[src/rtl/seg7_pkg.sv]
// Shared constants for the seven-segment scan controller: digit count, blanking
// values and the hex glyph table.
package seg7_pkg;

    localparam int unsigned NUM_DIGITS = 4;
    localparam logic [6:0]  SEG_BLANK  = 7'h00;
    localparam logic [3:0]  AN_OFF     = 4'b1111;

    // Segments {g,f,e,d,c,b,a}; entry 0 is the rightmost element.
    localparam logic [15:0][6:0] GLYPHS = {
        7'h71, 7'h79, 7'h5E, 7'h39, 7'h7C, 7'h77, 7'h6F, 7'h7F,
        7'h07, 7'h7D, 7'h6D, 7'h66, 7'h4F, 7'h5B, 7'h06, 7'h3F
    };

endpackage

[src/rtl/seg7_decoder.sv]
// Combinational hex-nibble to seven-segment decoder (active-high segments).
module seg7_decoder
    import seg7_pkg::*;
(
    input  logic [3:0] nibble,
    output logic [6:0] seg
);

    assign seg = GLYPHS[nibble];

endmodule

[src/rtl/seg7_scan_ctrl.sv]
// Four-digit multiplexed seven-segment scanner with per-slot blanking and a
// double-buffered display value that only swaps at frame boundaries.
module seg7_scan_ctrl
    import seg7_pkg::*;
#(
    parameter int unsigned REFRESH_DIV  = 50000,
    parameter int unsigned BLANK_CYCLES = 16
) (
    input  logic        clk,
    input  logic        reset,
    input  logic [15:0] value,
    input  logic [3:0]  digit_en,
    input  logic        load,
    output logic [3:0]  an,
    output logic [6:0]  seg,
    output logic        frame_tick,
    output logic        pending
);

    localparam int unsigned CNT_W = $clog2(REFRESH_DIV);
    localparam logic [CNT_W-1:0] CNT_MAX   = CNT_W'(REFRESH_DIV - 1);
    localparam logic [CNT_W-1:0] BLANK_END = CNT_W'(BLANK_CYCLES);

    logic [CNT_W-1:0] div_cnt;
    logic [1:0]       idx;
    logic [15:0]      shadow_val;
    logic [3:0]       shadow_en;
    logic [15:0]      pend_val;
    logic [3:0]       pend_en;

    logic             slot_end;
    logic             frame_end;
    logic [3:0]       nibble;
    logic [6:0]       seg_dec;
    logic [3:0]       an_d;
    logic [6:0]       seg_d;

    assign slot_end  = (div_cnt == CNT_MAX);
    assign frame_end = slot_end && (idx == 2'd3);
    assign nibble    = shadow_val[{idx, 2'b00} +: 4];

    seg7_decoder u_decoder (
        .nibble (nibble),
        .seg    (seg_dec)
    );

    always_comb begin
        an_d  = AN_OFF;
        seg_d = SEG_BLANK;
        if (div_cnt >= BLANK_END && shadow_en[idx]) begin
            an_d[idx] = 1'b0;
            seg_d     = seg_dec;
        end
    end

    always_ff @(posedge clk or posedge reset) begin
        if (reset) begin
            div_cnt    <= '0;
            idx        <= 2'd0;
            shadow_val <= '0;
            shadow_en  <= '0;
            pend_val   <= '0;
            pend_en    <= '0;
            pending    <= 1'b0;
            an         <= AN_OFF;
            seg        <= SEG_BLANK;
            frame_tick <= 1'b0;
        end else begin
            div_cnt    <= slot_end ? '0 : div_cnt + CNT_W'(1);
            if (slot_end) begin
                idx <= idx + 2'd1;
            end
            an         <= an_d;
            seg        <= seg_d;
            frame_tick <= frame_end;

            // A load coinciding with the boundary bypasses the pending buffer.
            if (frame_end) begin
                if (load) begin
                    shadow_val <= value;
                    shadow_en  <= digit_en;
                end else if (pending) begin
                    shadow_val <= pend_val;
                    shadow_en  <= pend_en;
                end
                pending <= 1'b0;
            end else if (load) begin
                pend_val <= value;
                pend_en  <= digit_en;
                pending  <= 1'b1;
            end
        end
    end

endmodule

[config.mk]
export PLATFORM = sky130hd
export DESIGN_NAME = seg7_scan_ctrl
export DESIGN_NICKNAME = d
export VERILOG_FILES = /design/src/rtl/seg7_pkg.sv /design/src/rtl/seg7_decoder.sv /design/src/rtl/seg7_scan_ctrl.sv
export SDC_FILE = /design/constraint.sdc
export NUM_CORES = 1
export LEC_CHECK = 0
export ABC_AREA = 0
export BUFFER_PORTS_ARGS = -buffer_cell sky130_fd_sc_hd__buf_2
export CORE_MARGIN = 3
export CORE_UTILIZATION = 48
export CTS_CLUSTER_SIZE = 28
export DETAILED_ROUTE_END_ITERATION = 12
export PLACE_DENSITY = 0.67
export SETUP_SLACK_MARGIN = 0.3
export SLEW_MARGIN = 25
export SYNTH_ARGS = -nofsm -noshare
export SYNTH_HDL_FRONTEND = slang
export SYNTH_HIERARCHICAL = 1
export SYNTH_SLANG_ARGS = --single-unit
[constraint.sdc]
create_clock -name clk -period 3.2 [get_ports clk]
set_clock_uncertainty 0.15 [all_clocks]
set_input_delay 0.48 -clock clk [delete_from_list [all_inputs] [get_ports clk]]
set_output_delay 0.48 -clock clk [all_outputs]
set_load 0.01 [all_outputs]
==> metrics.txt <==
most frequent cell after synthesis dfrtp_1; initial core utilization 0.5066; gpl congestion 0.8142; Commonest cells post-synth 67 x dfrtp_1, 33 x a21oi_1, 26 x inv_1; Final setup viols 0; remaining routing DRC violations 0; complex-gate fraction of the synthesized area 0.1075; Layout fillers 647; synthesized area per cell 11.05 sq um; number of synthesized register bits 71; CTS Buf Count 9; Synth area leaders dfrtp_1 47%, mux2_1 6.4%, a21oi_1 4.7%, ha_1 4.6%, mux4_2 3.2%; clk buf depth 2; WL/cell 14.78 um; Vias/cell 5.325; synth unique cells between 40 and 50; status finished, final reports clean; area grow syn2layout 12.52%; Worst Max-Slew Pin Slew slightly below 600 ps; Most used DFF post-synth dfrtp_1; fin. max-slew vios 0; number of setup buffers added after CTS 0; Layout Nets 392; met2 routed WL 3155 um; CP max stage cell dfrtp_1; CTS tree yes; mux contribution to synthesized area 0.1238; post-synthesis cell count 320; # port buffers 35; RSZ-0062 raised after global routing false; internal reg-to-reg setup slack 620 ps; Pleak 1.816 nW; clock transition at the registers of the reported paths 70 ps; Synthesis Warnings 6; CP Class reg -> reg; Clk Latency, worst-skew pair 340 ps; post-synth top area share 0.4740; initial DRC count 59; crit path DAT 2660 ps; Synth Area in XOR/XNOR 0.03219; Routed WL 6741 um; H-tree depth 3; DIE HEIGHT 91.85 um; Clock Tree Root clkbuf_8; Slew Limit Headroom 0.6064; setup total negative slack 0 ps; antenna violations before repair 0; die area 8436 sq um; crit start category flip-flop; Synth async-reset ratio 1.000; pwr/cell area between 400 and 500 nW/um^2; Max Cap Viol 0; n_diodes 0; CP max stage delay 570 ps; Worst IR Drop VDD 368.0 uV; GR Overflow Total 0; Synth Area in Adders 0.04599; fraction of layout cells with a size suffix above 1 0.2056; Total Routing Usage GR 0.1738; required time of the critical path around 3300 ps; Max Freq 0.3872 GHz; core area 6982 sq um; number of top-level pins 36; total power 1.709 mW; largest net degree at the start of global routing 28; Die Wd 91.85 um; vias roughly 2.4k; Detail Route Antenna Nets 0; Final Hold Fails 0; Post-Syn Area 3537 sq um; HP Class in -> async; vias in the first global route 2481; top sig layer met4; cts repair resizes 0; Worst setup EP type flip-flop; Tcrit/Tclk final 0.8071; total clock sinks 71; Post-synth EDFFs 0; syn nets 356; # hold bufs at CTS 0; area leader, netlist dfrtp_1; wire length on met3 290 um; Post-Synth Simple-Gate Area 0.1365; met1 wire length 3207 um; first-pass GRT wire length around 12000 um; critical path peak fanout 20; Seq/Total Area, Yosys 0.5037; worst-path cell chain ha_1, or4b_1, nor4_4, nand2b_1, buf_4, mux2_1; largest family of logic cells by synthesized area simple AND/OR/NAND/NOR gates; DR pass1 iterations 4; Tmin final around 2600 ps; HPWL Detailed 4714 um; Core Rows 30
==> per-stage QoR <==
stage	utilization	cells	setup slack, ps	instance area, sq um	hold WS (ps)
finish	0.5701	456	617.2	3980	12.40
global route	0.5701	456	433.8	3980	47.09
CTS	0.5701	456	558.9	3980	23.34
detailed placement	0.5434	441	579.6	3794	326.5
global placement	0.5434	441	686.7	3794	314.5
floorplan	-	320	714.3	3537	305.1
==> placed cells by master (no fill, tap or decap), types with 3 or more instances in the layout <==
cell         n
nor2b_1      4
mux2_1      20
mux2i_1      4
nor2_1      12
a32o_1       4
a21oi_1     33
dfstp_2      4
clkinvlp_4   3
clkbuf_8     9
xor2_1       4
buf_2       35
xnor2_1      9
nand2b_1     3
buf_4        5
mux2_2       3
nand4_1      6
mux4_2       5
dfrtp_1     67
nand3_1     18
inv_1       25
ha_1        13
o21ai_0     16
nor4_1       3
nand2_1     12
a221o_1      4
and2_1      10
nor3_1       4
==> layout make-up <==
type                    instances  area (sq um)  area share
flip-flops and latches         71          1782      0.4477
multi-input cells             207          1578      0.3964
repair buffers                 40         212.7     0.05344
clock buffers                   9         123.9     0.03112
well taps                      96         120.1     0.03018
inverters                      27         101.3     0.02546
clock inverters                 6         62.56     0.01572
==> metal layers <==
| metal | track usage | vias to the layer above |
|---|---|---|
| li1 | - | 1198 |
| met1 | 0.2296 | 1171 |
| met2 | 0.2737 | 51 |
| met3 | 0.04594 | 8 |
| met4 | 0.06807 | 0 |
| met5 | 0 | - |
==> registers in the layout (all words and copies together), names as in the netlist <==
| name | flops |
|---|---|
| div_cnt | 16 |
| pend_val | 16 |
| shadow_val | 16 |
| seg | 7 |
| an | 4 |
| pend_en | 4 |
| shadow_en | 4 |
| idx | 2 |
| frame_tick | 1 |
| pending | 1 |
==> report_power, final <==
part | leakage, nW | internal [mW] | total (mW) | switching (mW)
clock network | 0.0871 | 0.352 | 0.683 | 0.331
registers | 0.913 | 0.922 | 0.934 | 0.0116
logic | 0.815 | 0.0387 | 0.0924 | 0.0537
total | 1.82 | 1.31 | 1.71 | 0.396
==> path summary, 6_finish.rpt <==
kind	cells past startpoint	startpoint	end
setup / recovery	6	idx[0]	pend_val[2]
hold / removal	2	reset	div_cnt[7]
setup reg to reg	6	idx[0]	pend_val[2]
hold reg to reg	1	pend_val[7]	pend_val[7]
max in group asynchronous	3	reset	an[2]
min in group clk	2	value[7]	pend_val[7]
==> critical path, delay by kind of cell, from the launching register on <==
kind                       cells  cell delay, ps
adders and majority gates      1             300
buffers and inverters          1             270
DFF                            1             570
muxes                          1             360
and+or+nand+nor                3             790
==> cells by family (layout without fill, tap and decap cells) <==
group / count (synthesis) / in the layout
flip-flops: 71 / 71
buffers and inverters: 42 / 82
multiplexers: 33 / 33
adder cells (fa/ha/maj): 13 / 13
XOR/XNOR: 13 / 13
AO/OA/AOI/OAI: 63 / 63
AND/OR/NAND/NOR: 85 / 85
(Power assumes the default switching activity.)
